### src/rtl/axi_mem_arbiter_pkg.sv
// rtl/axi_mem_arbiter_pkg.sv - shared types and AXI constants for the two-master memory arbiter
package axi_mem_arbiter_pkg;

    typedef enum logic [2:0] {
        ST_IDLE = 3'd0,
        ST_AR0  = 3'd1,
        ST_R0   = 3'd2,
        ST_AR1  = 3'd3,
        ST_R1   = 3'd4,
        ST_AW   = 3'd5,
        ST_W    = 3'd6,
        ST_B    = 3'd7
    } arb_state_t;

    localparam logic [1:0] BURST_INCR   = 2'b01;
    localparam logic [1:0] RESP_OKAY    = 2'b00;
    localparam logic [2:0] SIZE_DEFAULT = 3'd3;
    localparam logic [7:0] LEN_DEFAULT  = 8'd0;

endpackage

### src/rtl/axi_rr_pick.sv
// rtl/axi_rr_pick.sv - two-way round-robin pick; on a tie the requester not granted last wins
module axi_rr_pick (
    input  logic [1:0] i_req,
    input  logic       i_last,
    output logic       o_valid,
    output logic       o_idx
);

    always_comb begin
        o_valid = |i_req;
        if (&i_req) begin
            o_idx = ~i_last;
        end else begin
            o_idx = i_req[1];
        end
    end

endmodule

### src/rtl/axi_mem_arbiter.sv
// rtl/axi_mem_arbiter.sv - shares one AXI4 slave port between fetch (m0, read) and load/store (m1, read/write)
module axi_mem_arbiter
    import axi_mem_arbiter_pkg::*;
#(
    parameter int ADDR_W = 32,
    parameter int DATA_W = 64,
    parameter int ID_W   = 4
) (
    input  logic                i_clk,
    input  logic                i_rst_n,
    // m0 read
    input  logic                i_m0_arvalid,
    output logic                o_m0_arready,
    input  logic [ADDR_W-1:0]   i_m0_araddr,
    input  logic [ID_W-1:0]     i_m0_arid,
    input  logic [7:0]          i_m0_arlen,
    input  logic [2:0]          i_m0_arsize,
    input  logic [1:0]          i_m0_arburst,
    output logic                o_m0_rvalid,
    input  logic                i_m0_rready,
    output logic [DATA_W-1:0]   o_m0_rdata,
    output logic [1:0]          o_m0_rresp,
    output logic                o_m0_rlast,
    output logic [ID_W-1:0]     o_m0_rid,
    // m1 read
    input  logic                i_m1_arvalid,
    output logic                o_m1_arready,
    input  logic [ADDR_W-1:0]   i_m1_araddr,
    input  logic [ID_W-1:0]     i_m1_arid,
    input  logic [7:0]          i_m1_arlen,
    input  logic [2:0]          i_m1_arsize,
    input  logic [1:0]          i_m1_arburst,
    output logic                o_m1_rvalid,
    input  logic                i_m1_rready,
    output logic [DATA_W-1:0]   o_m1_rdata,
    output logic [1:0]          o_m1_rresp,
    output logic                o_m1_rlast,
    output logic [ID_W-1:0]     o_m1_rid,
    // m1 write
    input  logic                i_m1_awvalid,
    output logic                o_m1_awready,
    input  logic [ADDR_W-1:0]   i_m1_awaddr,
    input  logic [ID_W-1:0]     i_m1_awid,
    input  logic [7:0]          i_m1_awlen,
    input  logic [2:0]          i_m1_awsize,
    input  logic [1:0]          i_m1_awburst,
    input  logic                i_m1_wvalid,
    output logic                o_m1_wready,
    input  logic [DATA_W-1:0]   i_m1_wdata,
    input  logic [DATA_W/8-1:0] i_m1_wstrb,
    input  logic                i_m1_wlast,
    output logic                o_m1_bvalid,
    input  logic                i_m1_bready,
    output logic [1:0]          o_m1_bresp,
    output logic [ID_W-1:0]     o_m1_bid,
    // slave
    output logic                o_s_arvalid,
    input  logic                i_s_arready,
    output logic [ADDR_W-1:0]   o_s_araddr,
    output logic [ID_W-1:0]     o_s_arid,
    output logic [7:0]          o_s_arlen,
    output logic [2:0]          o_s_arsize,
    output logic [1:0]          o_s_arburst,
    input  logic                i_s_rvalid,
    output logic                o_s_rready,
    input  logic [DATA_W-1:0]   i_s_rdata,
    input  logic [1:0]          i_s_rresp,
    input  logic                i_s_rlast,
    input  logic [ID_W-1:0]     i_s_rid,
    output logic                o_s_awvalid,
    input  logic                i_s_awready,
    output logic [ADDR_W-1:0]   o_s_awaddr,
    output logic [ID_W-1:0]     o_s_awid,
    output logic [7:0]          o_s_awlen,
    output logic [2:0]          o_s_awsize,
    output logic [1:0]          o_s_awburst,
    output logic                o_s_wvalid,
    input  logic                i_s_wready,
    output logic [DATA_W-1:0]   o_s_wdata,
    output logic [DATA_W/8-1:0] o_s_wstrb,
    output logic                o_s_wlast,
    input  logic                i_s_bvalid,
    output logic                o_s_bready,
    input  logic [1:0]          i_s_bresp,
    input  logic [ID_W-1:0]     i_s_bid
);

    arb_state_t r_state;
    arb_state_t w_state_nxt;
    logic       r_last_grant;
    logic       w_pick_valid;
    logic       w_pick_idx;
    logic       w_sel_m0;

    axi_rr_pick u_pick (
        .i_req   ({i_m1_arvalid | i_m1_awvalid, i_m0_arvalid}),
        .i_last  (r_last_grant),
        .o_valid (w_pick_valid),
        .o_idx   (w_pick_idx)
    );

    always_ff @(posedge i_clk) begin
        if (!i_rst_n) begin
            r_state      <= ST_IDLE;
            r_last_grant <= 1'b0;
        end else begin
            r_state <= w_state_nxt;
            if (r_state == ST_IDLE && w_pick_valid) begin
                r_last_grant <= w_pick_idx;
            end
        end
    end

    // Slave-side payloads follow m1 unless m0 owns the AR channel.
    assign w_sel_m0    = (r_state == ST_AR0);
    assign o_s_araddr  = w_sel_m0 ? i_m0_araddr  : i_m1_araddr;
    assign o_s_arid    = w_sel_m0 ? i_m0_arid    : i_m1_arid;
    assign o_s_arlen   = w_sel_m0 ? i_m0_arlen   : i_m1_arlen;
    assign o_s_arsize  = w_sel_m0 ? i_m0_arsize  : i_m1_arsize;
    assign o_s_arburst = w_sel_m0 ? i_m0_arburst : i_m1_arburst;
    assign o_s_awaddr  = i_m1_awaddr;
    assign o_s_awid    = i_m1_awid;
    assign o_s_awlen   = i_m1_awlen;
    assign o_s_awsize  = i_m1_awsize;
    assign o_s_awburst = i_m1_awburst;
    assign o_s_wdata   = i_m1_wdata;
    assign o_s_wstrb   = i_m1_wstrb;
    assign o_s_wlast   = i_m1_wlast;
    assign o_m0_rdata  = i_s_rdata;
    assign o_m0_rresp  = i_s_rresp;
    assign o_m0_rlast  = i_s_rlast;
    assign o_m0_rid    = i_s_rid;
    assign o_m1_rdata  = i_s_rdata;
    assign o_m1_rresp  = i_s_rresp;
    assign o_m1_rlast  = i_s_rlast;
    assign o_m1_rid    = i_s_rid;
    assign o_m1_bresp  = i_s_bresp;
    assign o_m1_bid    = i_s_bid;

    always_comb begin
        w_state_nxt  = r_state;
        o_m0_arready = 1'b0;
        o_m0_rvalid  = 1'b0;
        o_m1_arready = 1'b0;
        o_m1_rvalid  = 1'b0;
        o_m1_awready = 1'b0;
        o_m1_wready  = 1'b0;
        o_m1_bvalid  = 1'b0;
        o_s_arvalid  = 1'b0;
        o_s_rready   = 1'b0;
        o_s_awvalid  = 1'b0;
        o_s_wvalid   = 1'b0;
        o_s_bready   = 1'b0;
        case (r_state)
            ST_IDLE: begin
                if (w_pick_valid) begin
                    if (!w_pick_idx)       w_state_nxt = ST_AR0;
                    else if (i_m1_awvalid) w_state_nxt = ST_AW;
                    else                   w_state_nxt = ST_AR1;
                end
            end
            ST_AR0: begin
                o_s_arvalid  = i_m0_arvalid;
                o_m0_arready = i_s_arready;
                if (i_m0_arvalid && i_s_arready) w_state_nxt = ST_R0;
            end
            ST_R0: begin
                o_m0_rvalid = i_s_rvalid;
                o_s_rready  = i_m0_rready;
                if (i_s_rvalid && i_m0_rready && i_s_rlast) w_state_nxt = ST_IDLE;
            end
            ST_AR1: begin
                o_s_arvalid  = i_m1_arvalid;
                o_m1_arready = i_s_arready;
                if (i_m1_arvalid && i_s_arready) w_state_nxt = ST_R1;
            end
            ST_R1: begin
                o_m1_rvalid = i_s_rvalid;
                o_s_rready  = i_m1_rready;
                if (i_s_rvalid && i_m1_rready && i_s_rlast) w_state_nxt = ST_IDLE;
            end
            ST_AW: begin
                o_s_awvalid  = i_m1_awvalid;
                o_m1_awready = i_s_awready;
                if (i_m1_awvalid && i_s_awready) w_state_nxt = ST_W;
            end
            ST_W: begin
                o_s_wvalid  = i_m1_wvalid;
                o_m1_wready = i_s_wready;
                if (i_m1_wvalid && i_s_wready && i_m1_wlast) w_state_nxt = ST_B;
            end
            ST_B: begin
                o_m1_bvalid = i_s_bvalid;
                o_s_bready  = i_m1_bready;
                if (i_s_bvalid && i_m1_bready) w_state_nxt = ST_IDLE;
            end
            default: w_state_nxt = ST_IDLE;
        endcase
    end

endmodule

### config.mk
export PLATFORM = sky130hd
export DESIGN_NAME = axi_mem_arbiter
export DESIGN_NICKNAME = d
export VERILOG_FILES = /design/src/rtl/axi_mem_arbiter_pkg.sv /design/src/rtl/axi_rr_pick.sv /design/src/rtl/axi_mem_arbiter.sv
export SDC_FILE = /design/constraint.sdc
export NUM_CORES = 1
export LEC_CHECK = 0
export ABC_AREA = 1
export BUFFER_PORTS_ARGS = -buffer_cell sky130_fd_sc_hd__buf_4
export CORE_AREA = 2 2 246 248
export CTS_CLUSTER_DIAMETER = 150
export DETAILED_ROUTE_END_ITERATION = 10
export DIE_AREA = 0 0 248 250
export SYNTH_ARGS = -nofsm -noshare
export SYNTH_HDL_FRONTEND = slang
export SYNTH_SLANG_ARGS = --single-unit
### constraint.sdc
create_clock -name i_clk -period 3.3 [get_ports i_clk]
set_clock_uncertainty 0.05 [all_clocks]
set_input_delay 0.66 -clock i_clk [delete_from_list [all_inputs] [get_ports i_clk]]
set_output_delay 0.66 -clock i_clk [all_outputs]
set_load 0.03 [all_outputs]
# [Word level (Yosys, flattened, before mapping)]
# Index checks and enable logic that the tools add are counted.
[totals] register_bits=4 input_bits=311 output_inout_bits=331 wordCells=63
[classes] n_eq_ne=15 n_mux=29 bitwise=2 reduce_logical=15
[ops] cell="2-to-1 mux 3 bit" count=11
[ops] cell="2-to-1 mux 32 bit" count=1
[ops] cell="case mux 3 bit (8 select lines)" count=1
[ops] cell="!= test 2 bit (second input constant)" count=7
[ops] cell="== test 3 bit (second input constant)" count=4
[ops] cell="logical AND 1 bit" count=11
[ops] cell="2-to-1 mux 1 bit" count=11
[ops] cell="2-to-1 mux 8 bit" count=1
[ops] cell="AND reduction 8 bit" count=1
[ops] cell="== test 3 x 2 -> 1 bit (second input constant)" count=2
[ops] cell="2-to-1 mux 4 bit" count=1
[ops] cell="case mux 1 bit (2 select lines)" count=2
[ops] cell="== test 3 x 1 -> 1 bit (second input constant)" count=1
[ops] cell="zero test 3 bit" count=1
[ops] cell="2-to-1 mux 2 bit" count=1
[ops] cell="!= test 2 x 1 -> 1 bit (second input constant)" count=1
[ops] cell="AND reduction 2 bit" count=1
[ops] cell="OR reduction 2 bit" count=1
[ops] cell="NOT 1 bit" count=1
[ops] cell="OR 1 bit" count=1

# [Depth between registers and ports, before layout]
# Gate-level depths: netlist of run 1.
[depth] word_depth=6 depth_mapped=10 ltp_nobuf=9

# [Hierarchy]
# A second synthesis of run 1 with hierarchy kept.
[unflattened] cells_unflattened=428 area_unflattened_um2=3418.3
[modules_own_cells] mod="axi_mem_arbiter" n_inst=1 cells_per_inst=425 area_per_inst_um2=3403.3 seq_area_each_um2=80.1
[modules_own_cells] mod="axi_rr_pick" n_inst=1 cells_per_inst=3 area_per_inst_um2=15.0 seq_area_each_um2=0.0

# [Worst setup path before layout of run 1]
# Ideal clock, no wire load.
[synth_timing] path_kind="input-to-output" from="input i_s_rvalid" to="output o_m0_rvalid" arrival_ns=1.590 setup_slack_ns=1.000 cell_stages=2 cell_sequence="inv_1 > nor4_1"
[synth_via] elab_chain_cells=1
[synth_lines] element="from (decl)" line="axi_mem_arbiter.sv:64" rtl="input logic i_s_rvalid,"
[synth_lines] element="2-to-1 mux 1 bit" line="axi_mem_arbiter.sv:154" rtl="case (r_state)"
[synth_lines] element="to (decl)" line="axi_mem_arbiter.sv:19" rtl="output logic o_m0_rvalid,"
# No other way between the ends.

# [Final worst setup path of run 1]
[layout_timing] from="register r_state[1]" to="output o_s_arid[3]"
[layout_via] elab_chain_cells=2
[layout_lines] element="from (decl)" line="axi_mem_arbiter.sv:88" rtl="arb_state_t r_state;"
[layout_lines] element="from (signal assigned)" line="axi_mem_arbiter.sv:107" rtl="r_state <= w_state_nxt;"
[layout_lines] element="== test 3 x 1 -> 1 bit" line="axi_mem_arbiter.sv:115" rtl="assign w_sel_m0 = (r_state == ST_AR0);"
[layout_lines] element="2-to-1 mux 4 bit" line="axi_mem_arbiter.sv:117" rtl="assign o_s_arid = w_sel_m0 ? i_m0_arid : i_m1_arid;"
[layout_lines] element="to (decl)" line="axi_mem_arbiter.sv:60" rtl="output logic [ID_W-1:0] o_s_arid,"
# No other way between the ends.

==> metrics.txt, run 1 <==
via-per-instance ratio roughly 2.2; required time at the worst-slack endpoint ~2.6 ns; count of hold buffers inserted by post-cts repair 0; Max Transition Viols Final 0; Floorplan Core Area ~0.060 mm^2; deepest clock path buffer count 2; count of port buffers added during placement 177; HP Class register to register; post-CTS setup buffer count 0; Total Neg Setup Slack 0 ns; H-tree levels 1; Total Routing Usage GR under 10%; latest clock arrival within the worst-skew pair ~0.23 ns; static leakage power about 0.0016 uW; ranking of synthesized cells by instance count sky130_fd_sc_hd__buf_4 (271), sky130_fd_sc_hd__nand2_1 (171), sky130_fd_sc_hd__nor2_1 (19); count of vias placed by the detailed router 2700; status completed; clock tree from TritonCTS built; Min-Delay Startpoint r_last_grant$_SDFFE_PN0P_; IR drop worst, VDD ~0.6 mV; Synth cell types 17; flops & latches, synth 4; Final Core Density under 10%; drt drc 0; critical path start-end classification register to output pin; critical path fanouts, max 29; Die Wd 248 um; number of placed instances, taps included about 1200; worst-case hold slack approximately 0.43 ns; total standard cell area after synthesis about 0.0032 mm^2; fraction of registers with async set/reset 0%; post-CTS clock slew at the launch and capture registers of the worst setup and hold paths around 0.030 ns; Setup violations, final 0; setup slack on the worst flop-to-flop path approximately 1.7 ns; Critical path destination o_s_arid[3]; area growth from synthesis to layout 10.82%; number of global-route vias before repair between 2000 and 3000; most frequently used cell type in the post-synthesis netlist sky130_fd_sc_hd__buf_4; pin count of the biggest net entering global routing 41; cts repair resizes 0; total number of placement rows 90; sinks on the clock net 4; post-layout instance area between 0.003 and 0.004 mm^2; first-pass GRT wire length between 20000 and 30000 um; Post-layout nets between 700 and 800; number of optimization iterations in the first detailed-route pass 4; Syn Inst Count between 500 and 600; Max Fclk around 320 MHz; Worst Setup End Kind output pin; top-area cell type share of the netlist area around 64%; average wire per cell in the routed design about 20 um; Placer Congestion roughly 0.7; initial cell density of the core 5.301%; count of synthesis-stage warnings from yosys 0; startpoint class of the critical path register; count of filler cells inserted in the layout roughly 7100; unrepaired setup endpoints after global routing false; worst reg2reg path endpoint r_state[1]$_SDFFE_PN0P_; height of the die roughly 250 um; Mean Syn Cell Area 5.970 um^2; number of antenna violations at the first check in global routing 1; Synth Flop Type sky130_fd_sc_hd__dfxtp_1; count of max-cap constraint violations 0; fraction of layout cells with a size suffix above 1 46.05%; Synth area leaders sky130_fd_sc_hd__buf_4 (64%), sky130_fd_sc_hd__nand2_1 (20%), sky130_fd_sc_hd__dfxtp_1 (2.5%); Cell Area, Placed 0.003417 mm^2; cell count of the worst reg-to-reg path 8; Max transition margin about half; part of the Yosys area used for sequential elements approximately 2.5%; areal power density over the cells 583.9 mW/mm^2; antenna violation net count after detailed routing 0; cell accounting for the most synthesized area sky130_fd_sc_hd__buf_4; detailed router's first-iteration violation count 55; start point of the critical path r_state[1]$_SDFFE_PN0P_; Detailed Place HPWL about 21000 um; number of enable-type register cells in the synthesized netlist 0; area enclosed by the die boundary ~0.062 mm^2; Mapped Nets between 800 and 900; final cell count without fillers about 1200; arrival time at the worst endpoint 2.38 ns; routed wire length ~24000 um; grt ovf 0; ports placed on the boundary about 640; slew at the pin closest to its max-slew limit between 0.7 and 0.8 ns; startpoint of the lowest-slack register-to-register path r_state[0]$_SDFFE_PN0P_; Period Utilization, post-route between 90% and 100%; final critical-path required period between 3 and 4 ns; clock buffer count from CTS 3; final hold viol count 0; root buffer selected by CTS sky130_fd_sc_hd__clkbuf_16
how the worst min path moves through the flow:
stage	endpoint	slack [ns]	cells past startpoint
2_1_floorplan	r_last_grant$_SDFFE_PN0P_	0.40	2
3_3_place_gp	r_last_grant$_SDFFE_PN0P_	0.43	2
3_5_place_dp	r_last_grant$_SDFFE_PN0P_	0.42	2
4_1_cts	r_last_grant$_SDFFE_PN0P_	0.43	2
5_1_grt	r_last_grant$_SDFFE_PN0P_	0.50	2
6_report	r_last_grant$_SDFFE_PN0P_	0.43	2
critical path, cell delays in order (launching register included):
cell                      delay [ns]
sky130_fd_sc_hd__dfxtp_1        0.44
sky130_fd_sc_hd__inv_2          0.10
sky130_fd_sc_hd__nand2_4        0.08
sky130_fd_sc_hd__nor2_4         0.05
sky130_fd_sc_hd__inv_2          0.55
sky130_fd_sc_hd__buf_12         0.28
sky130_fd_sc_hd__nand2_1        0.08
sky130_fd_sc_hd__nand2_1        0.28
sky130_fd_sc_hd__buf_4          0.24
power breakdown:
| group | switching [uW] | leakage [uW] | internal (uW) |
|---|---|---|---|
| combinational | 1190 | 0.00157 | 554 |
| sequential | 35.8 | 0.0000332 | 67.8 |
| clock | 38.1 | 0.0000370 | 155 |
| total | 1270 | 0.00164 | 777 |
per-layer routing:
metal	wire length, um	up-vias	track usage (%)	part of all wire [%]
met5	0	-	0	0
met2	10130	372	11.12	42
li1	-	1118	-	-
met4	1877	0	5.697	7.9
met3	4554	120	5.194	19
met1	7278	1090	6.266	31
sequential cells by signal (all words and copies together) (netlist names):
signal	cells
r_last_grant	1
r_state	3
cells by family after synthesis:
group                  after synthesis  share of synthesized area (%)
AOI/OAI and AO/OA                    5                         0.7923
buffers and inverters              303                          68.86
DFF                                  4                          2.536
and+or+nand+nor                    217                          27.81
final cells by class:
cell class              instances  area, um^2  area share, %
repair buffers                180        1376          39.33
well taps                     782       978.4          27.96
multi-input cells             222       903.4          25.81
flip-flops and latches          4       80.08          2.288
inverters                      21       78.83          2.252
clock buffers                   3       75.07          2.145
diodes                          3       7.507         0.2145
placed cells by master, fill, tap and decap left out, types with 3 or more instances in the layout:
master	instances
sky130_fd_sc_hd__inv_2	4
sky130_fd_sc_hd__dfxtp_1	4
sky130_fd_sc_hd__nand3_1	13
sky130_fd_sc_hd__clkbuf_16	3
sky130_fd_sc_hd__buf_4	178
sky130_fd_sc_hd__diode_2	3
sky130_fd_sc_hd__nor2_1	19
sky130_fd_sc_hd__a21oi_1	3
sky130_fd_sc_hd__nor2_2	3
sky130_fd_sc_hd__inv_1	17
sky130_fd_sc_hd__nand2_2	5
sky130_fd_sc_hd__nand2_1	171
metrics by stage:
step	worst slack [ns]	total power (uW)
global route	0.004658	2229
CTS	0.1195	2113
floorplan	0.9995	1666
finish	0.2059	2043
detailed placement	0.3628	1909
global placement	0.3305	1939
Note: power is estimated with default switching activity, not from simulation.
==> inputs of run 2 (changes only) <==
Settings changed: ABC_AREA 1 to default, CORE_AREA 2 2 246 248 to 2 2 248 250, DIE_AREA 0 0 248 250 to 0 0 250 252.
==> metrics.txt, run 2 <==
static leakage power about 0.0013 uW; fraction of layout cells with a size suffix above 1 between 70% and 80%; count of max-cap constraint violations 0; clock tree from TritonCTS built; cts repair resizes 0; area growth from synthesis to layout 10.07%; HP Class register to register; Critical path destination o_s_araddr[1]; Max Fclk between 300 and 400 MHz; detailed router's first-iteration violation count 91; IR drop worst, VDD 0.1927 mV; antenna violation net count after detailed routing 0; total standard cell area after synthesis a little over 0.003 mm^2; required time at the worst-slack endpoint between 2 and 3 ns; initial cell density of the core a little over 5%; pin count of the biggest net entering global routing 35; Syn Inst Count about 400; via-per-instance ratio just under 2; clock buffer count from CTS 3; final cell count without fillers between 1000 and 1500; number of optimization iterations in the first detailed-route pass 4; flops & latches, synth 4; startpoint class of the critical path register; count of synthesis-stage warnings from yosys 0; share of power burned in the clock network around an eighth; area enclosed by the die boundary 0.06300 mm^2; Mapped Nets approximately 700; ports placed on the boundary between 600 and 700; number of enable-type register cells in the synthesized netlist 0; total number of placement rows 90; first-pass GRT wire length 22650 um; status completed; Worst Setup End Kind output pin; slew at the pin closest to its max-slew limit 0.5228 ns; Int Pwr roughly 770 uW; grt ovf 0; most frequently used cell type in the post-synthesis netlist sky130_fd_sc_hd__buf_4; final hold viol count 0; post-CTS setup buffer count 0; top-area cell type share of the netlist area around 67%; number of global-route vias before repair 2225; switching power as a share of total power roughly half; top library cells by usage in the layout, fill and taps aside sky130_fd_sc_hd__buf_4 (180), sky130_fd_sc_hd__mux2_2 (45), sky130_fd_sc_hd__nor2_1 (13), sky130_fd_sc_hd__nand2_1 (6); cell accounting for the most synthesized area sky130_fd_sc_hd__buf_4; fraction of registers with async set/reset 0%; Placer Congestion between 0.7 and 0.8; Total Neg Setup Slack 0 ns; Max transition margin between 60 and 70%; routed wire length between 15000 and 20000 um; count of hold buffers inserted by post-cts repair 0; Detailed Place HPWL ~17000 um; ranking of synthesized cells by instance count sky130_fd_sc_hd__buf_4 (276), sky130_fd_sc_hd__mux2_2 (45), sky130_fd_sc_hd__nor2_1 (13); power dissipated by switching net loads between 700 and 800 uW; Period Utilization, post-route about 83%; Post-layout nets roughly 600; Floorplan Core Area between 0.06 and 0.07 mm^2; part of the Yosys area used for sequential elements 2.588%; deepest clock path buffer count 2; count of vias placed by the detailed router ~2100; height of the die 252 um; most common library cell in the layout ignoring fill and taps sky130_fd_sc_hd__buf_4; Die Wd about 250 um; startpoint of the lowest-slack register-to-register path r_state[1]$_SDFFE_PN0P_; critical path start-end classification register to output pin; number of antenna violations at the first check in global routing 2; Final WS setup just under 0.6 ns; Synth cell types 31; latest clock arrival within the worst-skew pair ~0.22 ns; start point of the critical path r_state[1]$_SDFFE_PN0P_; Max Transition Viols Final 0; final critical-path required period between 2 and 3 ns; flip-flop count of the largest register after layout 3; root buffer selected by CTS sky130_fd_sc_hd__clkbuf_16; critical path fanouts, max 34; count of filler cells inserted in the layout ~7000; count of port buffers added during placement approximately 180; Setup violations, final 0; H-tree levels 1; worst reg2reg path endpoint r_state[0]$_SDFFE_PN0P_; Regs by FF count r_state x3, r_last_grant x1; proportion of power drawn by combinational gates between 80 and 90%; Synth area leaders sky130_fd_sc_hd__buf_4 (67%), sky130_fd_sc_hd__mux2_2 (16%), sky130_fd_sc_hd__dfxtp_1 (2.6%); Total Routing Usage GR under 10%; post-CTS clock slew at the launch and capture registers of the worst setup and hold paths roughly 0.03 ns; number of placed instances, taps included ~1100; average wire per cell in the routed design roughly 18 um; unrepaired setup endpoints after global routing false; arrival time at the worst endpoint 2.01 ns; cell count of the worst reg-to-reg path 5; setup slack on the worst flop-to-flop path about 1.4 ns; drt drc 0; register ranked first by flip-flop count r_state; worst slack at placement around 0.82 ns; Mean Syn Cell Area 7.914 um^2; number of diodes added for antenna fixing 0; sinks on the clock net 4; areal power density over the cells between 400 and 500 mW/mm^2; power share of the sequential group 6.5%; Synth Flop Type sky130_fd_sc_hd__dfxtp_1
run 2: cell types whose count changed after synthesis, moves of 4 or more:
cell                      delta
sky130_fd_sc_hd__inv_1      -14
sky130_fd_sc_hd__buf_4       +5
sky130_fd_sc_hd__inv_2       -4
sky130_fd_sc_hd__mux2_1      +4
sky130_fd_sc_hd__nor2_1      -6
sky130_fd_sc_hd__mux2_2     +45
sky130_fd_sc_hd__nand2_1   -165
sky130_fd_sc_hd__nand3_1     -9
sky130_fd_sc_hd__buf_2       -9
sky130_fd_sc_hd__nand2_2     -5
run 2: layer usage:
layer / wire, um / global-route usage [%]
met3: 5583 / 7.304
met2: 8094 / 8.325
met5: 22 / 0
met4: 1630 / 4.517
met1: 3919 / 3.276
run 2: per-stage QoR:
step | power [uW] | utilization, % | cell area, um^2 | hold slack [ns]
floorplan | 1500 | - | 3094 | 0.4697
global placement | 1328 | 5.539 | 3331 | 0.4956
detailed placement | 1334 | 5.539 | 3331 | 0.4874
CTS | 1526 | 5.664 | 3406 | 0.4990
global route | 1586 | 5.664 | 3406 | 0.5294
finish | 1501 | 5.664 | 3406 | 0.4976
run 2: cells by family (layout without fill, tap and decap cells):
logic type / Yosys count / count (layout) / synth area share (%)
XOR/XNOR: 1 / 1 / 0.2831
buffers and inverters: 282 / 186 / 68.22
AO/OA/AOI/OAI: 12 / 12 / 2.830
flip-flops: 4 / 4 / 2.588
AND/OR/NAND/NOR: 40 / 40 / 7.278
multiplexers: 52 / 52 / 18.80
run 2: how the worst min path moves through the flow:
stage | start | endpoint | slack [ns] | cells after the start
global route | r_last_grant$_SDFFE_PN0P_ | r_last_grant$_SDFFE_PN0P_ | 0.53 | 1
detailed placement | r_last_grant$_SDFFE_PN0P_ | r_last_grant$_SDFFE_PN0P_ | 0.49 | 1
finish | r_last_grant$_SDFFE_PN0P_ | r_last_grant$_SDFFE_PN0P_ | 0.50 | 1
floorplan | r_last_grant$_SDFFE_PN0P_ | r_last_grant$_SDFFE_PN0P_ | 0.47 | 1
global placement | r_last_grant$_SDFFE_PN0P_ | r_last_grant$_SDFFE_PN0P_ | 0.50 | 1
CTS | r_last_grant$_SDFFE_PN0P_ | r_last_grant$_SDFFE_PN0P_ | 0.50 | 1
run 2: area by class of cell:
cell class                 count  area, um^2  share of cell area [%]
sequential                     4       80.08                   2.351
tap                          782       978.4                   28.73
multi-input combinational    105       909.6                   26.71
inverter                       3       11.26                  0.3306
clock buffer                   3       75.07                   2.204
timing repair buffer         180        1351                   39.68
run 2: critical path: stages, from the launching register on:
cell and delay [ns]:
sky130_fd_sc_hd__dfxtp_1 0.45, sky130_fd_sc_hd__nor3b_4 0.25, sky130_fd_sc_hd__buf_4 0.44, sky130_fd_sc_hd__mux2_1 0.41
sky130_fd_sc_hd__buf_4 0.18
run 2: power by group through the flow:
stage / clock (uW) / combinational, uW / sequential, uW
after floorplan: 0 / 1420 / 75.4
after global placement: 0 / 1230 / 96.9
after detailed placement: 0 / 1240 / 96.8
after CTS: 191 / 1240 / 96.2
after global routing: 192 / 1290 / 101
final: 186 / 1220 / 97.2
